[src/rtl/axis_demux_pkg.sv]
// axis_demux_pkg: shared definitions for the AXI-Stream packet demultiplexer.
//   - dest_width(): width of the destination field carried in tuser
//   - last_bit()/user_lsb(): field offsets inside a sink FIFO entry {tlast, tuser, tdata}
//   - state_t: routing FSM encoding (HEAD / BODY / DROP)
package axis_demux_pkg;

   typedef enum logic [1:0] {
      HEAD = 2'd0,   // waiting for / routing the first beat of a packet
      BODY = 2'd1,   // forwarding the rest of a packet to the latched sink
      DROP = 2'd2    // swallowing the rest of a packet with an invalid destination
   } state_t;

   // Destination field width: enough bits to index every sink, never zero.
   function automatic int dest_width(input int num_sinks);
      int w;
      w = $clog2(num_sinks);
      return (w < 1) ? 1 : w;
   endfunction

   // Bit position of tlast in a FIFO entry.
   function automatic int last_bit(input int data_width, input int user_width);
      return data_width + user_width;
   endfunction

   // LSB of the tuser field in a FIFO entry.
   function automatic int user_lsb(input int data_width);
      return data_width;
   endfunction

endpackage

[src/rtl/axis_demux_fifo.sv]
// axis_fifo_sc: single-clock first-word-fall-through FIFO, 2**aw entries of dw bits.
// Ports:
//   clk, rst     clock, synchronous active-high reset (empties the FIFO)
//   din, we      write data / write request (ignored while full, even if popping)
//   full         no free entry
//   dout, re     head entry (zero while empty) / pop request (ignored while empty)
//   empty        no valid entry
module axis_fifo_sc
   import axis_demux_pkg::*;
#(
   parameter int aw = 3,
   parameter int dw = 8
) (
   input  logic          clk,
   input  logic          rst,
   input  logic [dw-1:0] din,
   input  logic          we,
   output logic          full,
   output logic [dw-1:0] dout,
   input  logic          re,
   output logic          empty
);

   localparam int DEPTH = 1 << aw;

   logic [dw-1:0] mem_r [DEPTH];
   logic [aw-1:0] wr_ptr_r;
   logic [aw-1:0] rd_ptr_r;
   logic [aw:0]   count_r;
   logic          push_s;
   logic          pop_s;

   assign full   = (count_r == (aw+1)'(DEPTH));
   assign empty  = (count_r == {(aw+1){1'b0}});
   // Full is judged on the registered count, so a same-cycle pop does not free a slot.
   assign push_s = we && !full;
   assign pop_s  = re && !empty;

   // Storage array write port.
   always_ff @(posedge clk) begin
      if (push_s) begin
         mem_r[wr_ptr_r] <= din;
      end
   end

   // Pointer and occupancy bookkeeping.
   always_ff @(posedge clk) begin
      if (rst) begin
         wr_ptr_r <= {aw{1'b0}};
         rd_ptr_r <= {aw{1'b0}};
         count_r  <= {(aw+1){1'b0}};
      end else begin
         if (push_s) begin
            wr_ptr_r <= wr_ptr_r + aw'(1);
         end
         if (pop_s) begin
            rd_ptr_r <= rd_ptr_r + aw'(1);
         end
         case ({push_s, pop_s})
            2'b10:   count_r <= count_r + (aw+1)'(1);
            2'b01:   count_r <= count_r - (aw+1)'(1);
            default: count_r <= count_r;
         endcase
      end
   end

   // Head entry presented straight from storage; forced to zero while empty.
   always_comb begin
      if (empty) begin
         dout = {dw{1'b0}};
      end else begin
         dout = mem_r[rd_ptr_r];
      end
   end

endmodule

[src/rtl/axis_demux.sv]
// axis_demux: AXI-Stream 1-to-NUM_SINKS packet demultiplexer.
// The destination is read from s_tuser[DEST_LSB +: DEST_W] on the head beat and
// held until tlast; packets to a non-existent sink are consumed and counted.
// Ports:
//   clk, rst                          clock, synchronous active-high reset
//   s_tvalid/s_tready/s_tlast/
//   s_tuser/s_tdata                   slave stream
//   m_tvalid/m_tready/m_tlast         per-sink handshake, bit i = sink i
//   m_tuser/m_tdata                   per-sink payload, sink i in slice i
//   dropCount                         saturating count of dropped packets
module axis_demux
   import axis_demux_pkg::*;
#(
   parameter int FIFO_DEPTH = 8,
   parameter int DATA_WIDTH = 32,
   parameter int USER_WIDTH = 8,
   parameter int NUM_SINKS  = 2,
   parameter int DEST_LSB   = 0
) (
   input  logic                             clk,
   input  logic                             rst,
   input  logic                             s_tvalid,
   output logic                             s_tready,
   input  logic                             s_tlast,
   input  logic [USER_WIDTH-1:0]            s_tuser,
   input  logic [DATA_WIDTH-1:0]            s_tdata,
   output logic [NUM_SINKS-1:0]             m_tvalid,
   input  logic [NUM_SINKS-1:0]             m_tready,
   output logic [NUM_SINKS-1:0]             m_tlast,
   output logic [USER_WIDTH*NUM_SINKS-1:0]  m_tuser,
   output logic [DATA_WIDTH*NUM_SINKS-1:0]  m_tdata,
   output logic [15:0]                      dropCount
);

   localparam int DEST_W   = dest_width(NUM_SINKS);
   localparam int AW       = $clog2(FIFO_DEPTH);
   localparam int ENTRY_W  = DATA_WIDTH + USER_WIDTH + 1;
   localparam int LAST_BIT = last_bit(DATA_WIDTH, USER_WIDTH);
   localparam int USER_LSB = user_lsb(DATA_WIDTH);
   localparam logic [DEST_W:0] SINKS_V = (DEST_W+1)'(NUM_SINKS);

   if (NUM_SINKS < 2 || NUM_SINKS > 8) begin : g_bad_sinks
      $error("axis_demux: NUM_SINKS must be in 2..8");
   end
   if (DEST_LSB + DEST_W > USER_WIDTH) begin : g_bad_dest
      $error("axis_demux: destination field exceeds USER_WIDTH");
   end
   if (FIFO_DEPTH < 2 || (1 << AW) != FIFO_DEPTH) begin : g_bad_depth
      $error("axis_demux: FIFO_DEPTH must be a power of two >= 2");
   end

   state_t                 state_r;
   state_t                 state_nxt_s;
   logic [DEST_W-1:0]      head_dest_s;
   logic [DEST_W-1:0]      cur_dest_r;
   logic [DEST_W-1:0]      sel_dest_s;
   logic                   head_ok_s;
   logic                   sel_full_s;
   logic                   ready_s;
   logic                   accept_s;
   logic                   keep_s;
   logic                   drop_s;
   logic [15:0]            drop_cnt_r;
   logic [NUM_SINKS-1:0]   full_s;
   logic [NUM_SINKS-1:0]   empty_s;
   logic [NUM_SINKS-1:0]   we_s;
   logic [ENTRY_W-1:0]     din_s;
   logic [ENTRY_W-1:0]     dout_s [NUM_SINKS];

   assign din_s     = {s_tlast, s_tuser, s_tdata};
   assign s_tready  = ready_s;
   assign dropCount = drop_cnt_r;

   // Destination decode: the head beat routes itself, later beats follow cur_dest_r.
   always_comb begin
      head_dest_s = s_tuser[DEST_LSB +: DEST_W];
      head_ok_s   = ({1'b0, head_dest_s} < SINKS_V);
      sel_dest_s  = (state_r == HEAD) ? head_dest_s : cur_dest_r;
      sel_full_s  = 1'b0;
      for (int i = 0; i < NUM_SINKS; i++) begin
         if (sel_dest_s == DEST_W'(i)) begin
            sel_full_s = full_s[i];
         end else begin
            sel_full_s = sel_full_s;
         end
      end
   end

   // Input ready: only the selected sink's fill level matters, never m_tready.
   always_comb begin
      ready_s = 1'b0;
      if (rst) begin
         ready_s = 1'b0;
      end else begin
         case (state_r)
            HEAD:    ready_s = head_ok_s ? !sel_full_s : 1'b1;
            BODY:    ready_s = !sel_full_s;
            DROP:    ready_s = 1'b1;
            default: ready_s = 1'b0;
         endcase
      end
   end

   assign accept_s = s_tvalid && ready_s;

   // Routing FSM next state plus write/discard decisions for the accepted beat.
   always_comb begin
      state_nxt_s = state_r;
      keep_s      = 1'b0;
      drop_s      = 1'b0;
      case (state_r)
         HEAD: begin
            if (accept_s) begin
               if (head_ok_s) begin
                  keep_s      = 1'b1;
                  state_nxt_s = s_tlast ? HEAD : BODY;
               end else begin
                  drop_s      = 1'b1;
                  state_nxt_s = s_tlast ? HEAD : DROP;
               end
            end else begin
               state_nxt_s = HEAD;
            end
         end
         BODY: begin
            if (accept_s) begin
               keep_s      = 1'b1;
               state_nxt_s = s_tlast ? HEAD : BODY;
            end else begin
               state_nxt_s = BODY;
            end
         end
         DROP: begin
            if (accept_s) begin
               state_nxt_s = s_tlast ? HEAD : DROP;
            end else begin
               state_nxt_s = DROP;
            end
         end
         default: state_nxt_s = HEAD;
      endcase
   end

   // Per-sink write enables.
   always_comb begin
      we_s = {NUM_SINKS{1'b0}};
      for (int i = 0; i < NUM_SINKS; i++) begin
         we_s[i] = keep_s && (sel_dest_s == DEST_W'(i));
      end
   end

   // FSM state and latched destination.
   always_ff @(posedge clk) begin
      if (rst) begin
         state_r    <= HEAD;
         cur_dest_r <= {DEST_W{1'b0}};
      end else begin
         state_r <= state_nxt_s;
         if (state_r == HEAD && accept_s && head_ok_s) begin
            cur_dest_r <= head_dest_s;
         end
      end
   end

   // Saturating dropped-packet counter (counted once, on the head beat).
   always_ff @(posedge clk) begin
      if (rst) begin
         drop_cnt_r <= 16'h0000;
      end else if (drop_s && drop_cnt_r != 16'hFFFF) begin
         drop_cnt_r <= drop_cnt_r + 16'h0001;
      end
   end

   for (genvar i = 0; i < NUM_SINKS; i++) begin : g_sink
      axis_fifo_sc #(
         .aw(AW),
         .dw(ENTRY_W)
      ) u_fifo (
         .clk   (clk),
         .rst   (rst),
         .din   (din_s),
         .we    (we_s[i]),
         .full  (full_s[i]),
         .dout  (dout_s[i]),
         .re    (m_tready[i] && !empty_s[i]),
         .empty (empty_s[i])
      );

      assign m_tvalid[i]                            = !empty_s[i];
      assign m_tlast[i]                             = dout_s[i][LAST_BIT];
      assign m_tuser[i*USER_WIDTH +: USER_WIDTH]    = dout_s[i][USER_LSB +: USER_WIDTH];
      assign m_tdata[i*DATA_WIDTH +: DATA_WIDTH]    = dout_s[i][DATA_WIDTH-1:0];
   end

endmodule
[config.mk]
export PLATFORM = sky130hd
export DESIGN_NAME = axis_demux
export DESIGN_NICKNAME = d
export VERILOG_FILES = /design/src/rtl/axis_demux_pkg.sv /design/src/rtl/axis_demux_fifo.sv /design/src/rtl/axis_demux.sv
export SDC_FILE = /design/constraint.sdc
export NUM_CORES = 1
export LEC_CHECK = 0
export CORE_ASPECT_RATIO = 0.8
export CORE_MARGIN = 2
export CORE_UTILIZATION = 27
export CTS_CLUSTER_DIAMETER = 200
export DETAILED_ROUTE_END_ITERATION = 10
export PLACE_DENSITY = 0.52
export SETUP_SLACK_MARGIN = 0.1
export SLEW_MARGIN = 10
export SYNTH_ARGS = -nofsm -noshare
export SYNTH_HDL_FRONTEND = slang
export SYNTH_HIERARCHICAL = 1
export SYNTH_SLANG_ARGS = --single-unit
[constraint.sdc]
create_clock -name clk -period 14.2 [get_ports clk]
set_input_delay 2.13 -clock clk [delete_from_list [all_inputs] [get_ports clk]]
set_output_delay 2.13 -clock clk [all_outputs]
set_load 0.05 [all_outputs]
# == Word-level counts from Yosys, hierarchy flattened ==
# Memory sizes are Yosys's and may differ from the RTL's. A register that Yosys moved wholly into a read port is not among the register bits.
# Cells that the tools add are included.
# totals
memories,2
in_bits,46
output_inout_bits,101
ramBits,656
register_bits,23
wordCells,72
# op_classes
n_bitwise,1
muxes,24
eq_ne,8
n_addsub,8
n_reduce_logical,21
# memory_table
name,words,word_bits,rd,rd_clocked_by_memory_dff,write_ports,line_no,source
g_sink[0].u_fifo.mem_r,8,41,1,1,1,axis_demux_fifo.sv:26,logic [dw-1:0] mem_r [DEPTH];
g_sink[1].u_fifo.mem_r,8,41,1,1,1,axis_demux_fifo.sv:26,
# ops
cell,n
41-bit two-way mux,2
4-bit case mux with 2 select lines,2
"3-bit by 1-bit adder with 3-bit output, second input constant",4
1-bit two-way mux,12
3-bit two-way mux,4
1-bit logical AND,10
"4-bit by 1-bit adder with 4-bit output, second input constant",2
"4-bit equality test, second input constant",2
4-bit logical NOT,2
"4-bit by 1-bit subtractor with 4-bit output, second input constant",2
"2-bit by 1-bit equality test with 1-bit output, second input constant",3
"2-bit equality test, second input constant",3
2-bit case mux with 3 select lines,1
1-bit logical NOT,5
2-bit two-way mux,2
2-bit nonzero test,2
2-bit logical NOT,1
1-bit case mux with 2 select lines,1
2-bit OR reduction,1
1-bit inverter,1

# == Depth between registers and ports, before layout ==
# Gate-level depths: netlist (run 1).
# logic_depth
word_depth,13
ltp_mapped,15
mapped_depth_nobuf,13

# == By module ==
# Netlist (run 1), hierarchy kept.
# modules_own_cells
module,n_inst,cells_per_inst,seq_area_each_um2,area_per_inst_um2
axis_fifo_sc at g_sink[1].u_fifo,1,593,10109.7,13117.6
axis_fifo_sc at g_sink[0].u_fifo,1,593,10109.7,13105.1
axis_demux,1,49,60.1,369.1

# == Worst setup path before layout (run 1) ==
# OpenSTA, ideal clock, no wires.
# synth_timing
path_type,input port to flip-flop
from,in s_tuser[0]
to,mem g_sink[1].u_fifo/mem_r[0][0] in the netlist's numbering (enable)
path_buffers,0
t_arrival_ns,7.206
cell_stages,6
setup_slack_ns,6.452
path_cell_list,mux2i_1 a21boi_1 nand2_1 nor3b_1 nand2_8 nor4_1
# synth_between
elab_chain_len,12
# synth_rtl
element,line_no,source
from (decl),axis_demux.sv:25,"input logic [USER_WIDTH-1:0] s_tuser,"
1-bit two-way mux *,axis_demux.sv:78,sel_dest_s = (state_r == HEAD) ? head_dest_s : cur_dest_r;
1-bit two-way mux,axis_demux.sv:81,if (sel_dest_s == DEST_W'(i)) begin
1-bit logical NOT,"axis_demux.sv:96, axis_demux.sv:97",
1-bit case mux with 2 select lines,axis_demux.sv:95,case (state_r)
1-bit two-way mux,axis_demux.sv:92,if (rst) begin
1-bit logical AND,axis_demux.sv:104,assign accept_s = s_tvalid && ready_s;
1-bit two-way mux,axis_demux.sv:113,if (accept_s) begin
1-bit two-way mux,n/a,
1-bit logical AND *,axis_demux.sv:148,we_s[i] = keep_s && (sel_dest_s == DEST_W'(i));
net we_s[1],axis_demux.sv:66,logic [NUM_SINKS-1:0] we_s;
1-bit logical AND *,axis_demux_fifo.sv:36,assign push_s = we && !full;
1-bit two-way mux *,axis_demux_fifo.sv:41,if (push_s) begin
1-bit two-way mux (implied by the code) *,axis_demux_fifo.sv:42,mem_r[wr_ptr_r] <= din;
to (decl),axis_demux_fifo.sv:26,
# Mark *: on every way through the listed nets, which the timed path passes. The rest lies on a longest branch.

# == Worst setup path in the final report (run 1) ==
# layout_timing
from,in rst
to,out s_tready
# layout_between
elab_chain_len,1
# layout_rtl
element,line_no,source
from (decl),axis_demux.sv:21,"input logic rst,"
1-bit two-way mux,axis_demux.sv:92,
to (decl),axis_demux.sv:23,"output logic s_tready,"
# No other way between the ends.

==> flow_summary.json, run 1 <==
{
  "syn-instance-count": 1235,
  "drt_iter0_markers": 1154,
  "multi_input_area_mm2": 0.00601,
  "gp_congestion": 0.665,
  "placeable_core_area_mm2": 0.0972,
  "rrSetupSlack_ns": 10.19,
  "leakage_power_nw": 9.45,
  "post_synth_edffs": 656,
  "area_growth_syn_to_layout_pct": 19.2,
  "final_period_minus_worst_setup_slack_ns": 6.63,
  "relSlewSlack_pct": 22.7,
  "first_global_vias": 13100,
  "drt_wl_total_mm": 62.6,
  "final.fill_count": 9192,
  "post-synth-top-area-cell": "sky130_fd_sc_hd__edfxtp_1",
  "hold-worst-slack_ns": 0.533,
  "min-delay-path-class": "flip-flop to flip-flop",
  "crit_path_max_fanout": 29,
  "num_vias": 12500,
  "grt_pass1_wl_mm": 91.4,
  "buffer_ports.inserted": 130,
  "cts_num_sinks": 685,
  "ys_dominant_reg_cell": "sky130_fd_sc_hd__edfxtp_1",
  "outcome": "complete, no violations",
  "route.detailed.drc": 0,
  "num_antenna_cells": 0,
  "cts_hold_buf": 0,
  "syn-mean-instance-area_um2": 21.5,
  "layout.cells.most_common": "sky130_fd_sc_hd__edfxtp_1",
  "design_area_mm2": 0.0317,
  "rows": 102,
  "worst_skew_pair.late_latency_ns": 0.60,
  "drtAntennaViolNets": 0,
  "cts_root_buffer": "sky130_fd_sc_hd__clkbuf_16",
  "timing_max_transition_violations_final": 0,
  "tightestPinTransition_ns": 1.16,
  "antenna_violations_before_repair": 2,
  "ratio_of_cells_with_drive_above_1_in_the_final_layout_pct": 22.7,
  "pin_count": 147,
  "htree_num_levels": 3,
  "synth_seq_cells": 685,
  "rsz0062_at_grt": "no",
  "power.density_cell_area_mw_per_mm2": 135,
  "tritoncts.num_buffers": 68,
  "clock_tree.buffer_depth": 3,
  "number_of_failing_hold_endpoints_at_the_final_stage": 0,
  "synth_seq_area_share_pct": 76.3,
  "most_used_cells_in_the_layout_excluding_fill_and_tap_cells": "sky130_fd_sc_hd__edfxtp_1, sky130_fd_sc_hd__mux4_2, sky130_fd_sc_hd__clkdlybuf4s50_1",
  "worst-endpoint-arrival_ns": 4.50,
  "clock_skew_after_layout_ns": 0.0168,
  "synth_cell_types": 48,
  "die-height_um": 285,
  "wl_per_cell_um": 22.8,
  "placedInstanceArea_mm2": 0.0295,
  "largest_net_degree_at_the_start_of_global_routing": 51,
  "grt_overflow": 0,
  "worst_setup_hold_path_clk_slew_ns": 0.06,
  "post_cts.repair.setup_buffers": 0,
  "hpwlAfterDp_mm": 34.6,
  "finalCritPeriodShare_pct": 46.7,
  "synth_area_mm2": 0.0266,
  "p_total_mw": 4.27,
  "crit_required_ns": 12.07,
  "synthArstFlopShare_pct": 0,
  "nets": 1455,
  "setup-violations-final": 0,
  "peakVddDrop_uv": 90.2,
  "regArea_mm2": 0.0203,
  "floorplan_die_width_um": 355,
  "timing.fmax_mhz": 151,
  "critical_path.endpoint_type": "output port",
  "synth_largest_type_area_fraction_pct": 74.1,
  "timing.setup.tns_ns": 0,
  "maxCapViolCount": 0,
  "synthesis.yosys.warnings": 6,
  "startpoint_type": "input pin",
  "viasPerCell": 4.53,
  "start_util_pct": 27.3,
  "critPathKind": "input pin to output port",
  "global_route.usage.total_pct": 12.4,
  "post_synth_main_area_contributors": "sky130_fd_sc_hd__edfxtp_1, sky130_fd_sc_hd__mux4_2, sky130_fd_sc_hd__mux2i_1, sky130_fd_sc_hd__dfxtp_1, sky130_fd_sc_hd__nor2_1",
  "detail_route.first_pass.iterations": 5,
  "ctsResizeCount": 0,
  "tritoncts": "built",
  "die_area_mm2": 0.101,
  "postLayoutCoreUtil_pct": 32.6
}
-- cell usage after synthesis, types with 4 or more instances --
library cell,n
sky130_fd_sc_hd__dfxtp_1,29
sky130_fd_sc_hd__mux2i_1,87
sky130_fd_sc_hd__inv_1,4
sky130_fd_sc_hd__nand2_1,8
sky130_fd_sc_hd__nor2b_1,7
sky130_fd_sc_hd__clkbuf_1,25
sky130_fd_sc_hd__nand3_1,5
sky130_fd_sc_hd__mux4_2,164
sky130_fd_sc_hd__nor2_1,110
sky130_fd_sc_hd__nand2b_1,5
sky130_fd_sc_hd__buf_1,9
sky130_fd_sc_hd__buf_6,4
sky130_fd_sc_hd__nor3_1,11
sky130_fd_sc_hd__buf_4,25
sky130_fd_sc_hd__buf_2,15
sky130_fd_sc_hd__edfxtp_1,656
sky130_fd_sc_hd__a21oi_1,4
sky130_fd_sc_hd__xor2_1,10
sky130_fd_sc_hd__ha_1,10
-- worst max-delay path, stage by stage --
cell and delay, ns:
sky130_fd_sc_hd__clkdlybuf4s50_1 1.00, sky130_fd_sc_hd__a221oi_1 0.49, sky130_fd_sc_hd__clkdlybuf4s50_1 0.87
-- stage by stage --
stage	instances	worst slack, ns
after CTS	2752	7.55
after detailed placement	2629	7.53
final	2752	7.57
after floorplan	1250	6.45
after global routing	2752	7.31
after global placement	2629	7.58
-- power by group --
part           switching [mW]  internal, mW
combinational           0.159        0.0691
sequential            0.00898          2.23
clock                   0.743          1.06
total                   0.910          3.36
-- flip-flops by register name, summed over array words and instances, names as in the netlist, named ones only --
register,count
cur_dest_r,1
g_sink.u_fifo/count_r,8
g_sink.u_fifo/mem_r,656
g_sink.u_fifo/rd_ptr_r,6
g_sink.u_fifo/wr_ptr_r,6
state_r,2
-- kinds of logic after synthesis --
logic type,share of synthesized area (%)
other,0.0141
xor gates and xnor gates,0.518
muxes,17.4
adders and majority gates,0.471
AOI/OAI and AO/OA,0.551
and+or+nand+nor,3.09
DFF,76.3
buffers and inverters,1.71
-- area by class of cell --
cell class                 instances  share of cell area (%)
timing repair buffer             157                    4.74
clock inverter                    43                    1.20
clock buffer                      80                    5.85
inverter                           5                  0.0592
sequential                       685                    64.1
multi-input combinational        482                    19.0
tap                             1300                    5.13
-- worst paths after layout --
kind | from | end | depth (start not counted)
setup / recovery | rst | s_tready | 3
hold / removal | g_sink[1].u_fifo/rd_ptr_r[2] | g_sink[1].u_fifo/rd_ptr_r[2] | 2
hold reg to reg | g_sink[1].u_fifo/rd_ptr_r[2] | g_sink[1].u_fifo/rd_ptr_r[2] | 2
setup reg to reg | g_sink[0].u_fifo/count_r[1] | g_sink[1].u_fifo/mem_r[5][11] | 8
-- layer usage --
layer / GRT usage [%] / up-vias / wire (µm)
li1: - / 5352 / -
met1: 17.5 / 6744 / 28900
met2: 19.5 / 301 / 29700
met3: 2.86 / 75 / 3150
met4: 2.66 / 4 / 927
met5: 0 / - / 25
Note: power is estimated with default switching activity, not from simulation.
==> run 2: changes to the inputs <==
Settings changed: PLACE_DENSITY 0.52 to 0.54.
Clock period 14.2 ns to 5.5 ns, I/O delays scaled along.
==> run 2 against run 1 <==
- worst setup slack lost 6.5 ns
- highest routed layer is now met4
- worst hold slack gained 0.011 ns
- critical path depth grew 2
- sequential cell count is the same
- sequential power grew to 2.6 times the previous value
- register-to-register slack lost 8.3 ns
- die area is the same
- routed wire length shrank 0.83%
- first-iteration DRC count shrank 9.5%
- sequential share of layout area is essentially flat
- via count shrank 0.75%
==> flow_summary.json, run 2 (same netlist as run 1, synthesis figures left out) <==
{
  "hold-worst-slack_ns": 0.544,
  "ctsResizeCount": 0,
  "timing.fmax_mhz": 227,
  "worst_skew_pair.late_latency_ns": 0.61,
  "finalCritPeriodShare_pct": 80.0,
  "detail_route.first_pass.iterations": 5,
  "wl_per_cell_um": 22.6,
  "number_of_flip_flops_in_the_largest_register": 656,
  "die_area_mm2": 0.101,
  "htree_num_levels": 2,
  "hpwlAfterDp_mm": 37.9,
  "outcome": "complete, no violations",
  "antenna_violations_before_repair": 0,
  "net-switching-power_mw": 2.29,
  "viasPerCell": 4.49,
  "tritoncts.num_buffers": 59,
  "clock_skew_after_layout_ns": 0.0194,
  "cts_hold_buf": 0,
  "grt_overflow": 0,
  "worst_setup_hold_path_clk_slew_ns": 0.06,
  "timing_max_transition_violations_final": 0,
  "crit_path_max_fanout": 29,
  "largest_register": "g_sink.u_fifo/mem_r",
  "timing.setup.tns_ns": 0,
  "placedInstanceArea_mm2": 0.0297,
  "maxCapViolCount": 0,
  "rows": 102,
  "largest_net_degree_at_the_start_of_global_routing": 47,
  "setup-violations-final": 0,
  "postLayoutCoreUtil_pct": 32.6,
  "power.share.switching_pct": 21.6,
  "number_of_failing_hold_endpoints_at_the_final_stage": 0,
  "die-height_um": 285,
  "startpoint_type": "flip-flop",
  "first_global_vias": 13000,
  "power.combinational.fraction_pct": 5.7,
  "most_used_cells_in_the_layout_excluding_fill_and_tap_cells": "sky130_fd_sc_hd__edfxtp_1, sky130_fd_sc_hd__mux4_2, sky130_fd_sc_hd__clkdlybuf4s50_1",
  "cts_root_buffer": "sky130_fd_sc_hd__clkbuf_16",
  "final_period_minus_worst_setup_slack_ns": 4.40,
  "p_total_mw": 10.6,
  "leakage_power_nw": 9.41,
  "largest_registers": "g_sink.u_fifo/mem_r (656), g_sink.u_fifo/count_r (8)",
  "pin_count": 147,
  "power_frac_seq_pct": 54.5,
  "internal-power_mw": 8.30,
  "route.detailed.drc": 0,
  "design_area_mm2": 0.0317,
  "tritoncts": "built",
  "num_antenna_cells": 0,
  "worst-endpoint-arrival_ns": 3.57,
  "gp_congestion": 0.702,
  "drt_iter0_markers": 1044,
  "rrSetupSlack_ns": 1.87,
  "floorplan_die_width_um": 355,
  "post_cts.repair.setup_buffers": 0,
  "start_util_pct": 27.3,
  "crit_required_ns": 4.68,
  "pwr-share-clk_pct": 39.9,
  "clock_tree.buffer_depth": 3,
  "num_vias": 12400,
  "peakVddDrop_uv": 243,
  "rsz0062_at_grt": "no",
  "ratio_of_cells_with_drive_above_1_in_the_final_layout_pct": 22.9,
  "relSlewSlack_pct": 25.0,
  "global_route.usage.total_pct": 12.2,
  "placeable_core_area_mm2": 0.0972,
  "power.density_cell_area_mw_per_mm2": 335,
  "grt_pass1_wl_mm": 91.2,
  "cts_num_sinks": 685,
  "buffer_ports.inserted": 130,
  "critPathKind": "flip-flop to output port",
  "nets": 1462,
  "drtAntennaViolNets": 0,
  "drt_wl_total_mm": 62.1,
  "critical_path.endpoint_type": "output port",
  "min-delay-path-class": "flip-flop to flip-flop",
  "area_growth_syn_to_layout_pct": 19.1,
  "tightestPinTransition_ns": 1.12,
  "layout.cells.most_common": "sky130_fd_sc_hd__edfxtp_1"
}
## run 2: metrics by stage
step | worst slack, ns | instances
2_1_floorplan | 0.155 | 1250
3_3_place_gp | 1.15 | 2645
3_5_place_dp | 1.03 | 2645
4_1_cts | 0.881 | 2755
5_1_grt | 0.837 | 2755
6_report | 1.10 | 2755
## run 2: worst paths after layout
check,start,endpoint,cells after the start
max reg2reg,g_sink[0].u_fifo/count_r[1],g_sink[0].u_fifo/count_r[2],11
min,g_sink[0].u_fifo/rd_ptr_r[1],flip-flop,2
min reg2reg,g_sink[0].u_fifo/rd_ptr_r[1],flip-flop,2
max,flip-flop,m_tlast[0],5
## run 2: final cells by class
class	count	area, µm²
timing repair buffer	173	1740
sequential	685	20300
clock inverter	36	367
clock buffer	74	1580
tap	1300	1630
inverter	5	18.8
multi-input combinational	482	6040
fill	9201	65600
## run 2: metal layers
layer  up-vias  wire length, µm  part of all wire (%)  track usage [%]
met2       307            29600                    48             19.7
met1      6634            28400                    46             17.3
met4         0              974                   1.6             2.39
met5         -                0                     0                0
met3        76             3150                   5.1             2.04
li1       5366                -                     -                -
## run 2: power by group through the flow
stage | registers [mW] | clock network (mW) | logic (mW)
after floorplan | 5.88 | 0 | 0.342
final | 5.77 | 4.22 | 0.603
after global placement | 5.88 | 0 | 0.607
after CTS | 5.77 | 4.34 | 0.620
after global routing | 5.77 | 4.53 | 0.644
after detailed placement | 5.88 | 0 | 0.618
## run 2: worst max-delay path: stages (launching register included)
cell                              delay, ns
sky130_fd_sc_hd__dfxtp_4               0.73
sky130_fd_sc_hd__buf_4                 0.40
sky130_fd_sc_hd__mux4_2                0.56
sky130_fd_sc_hd__mux2i_1               0.43
sky130_fd_sc_hd__nor2_1                0.08
sky130_fd_sc_hd__clkdlybuf4s50_1       0.74
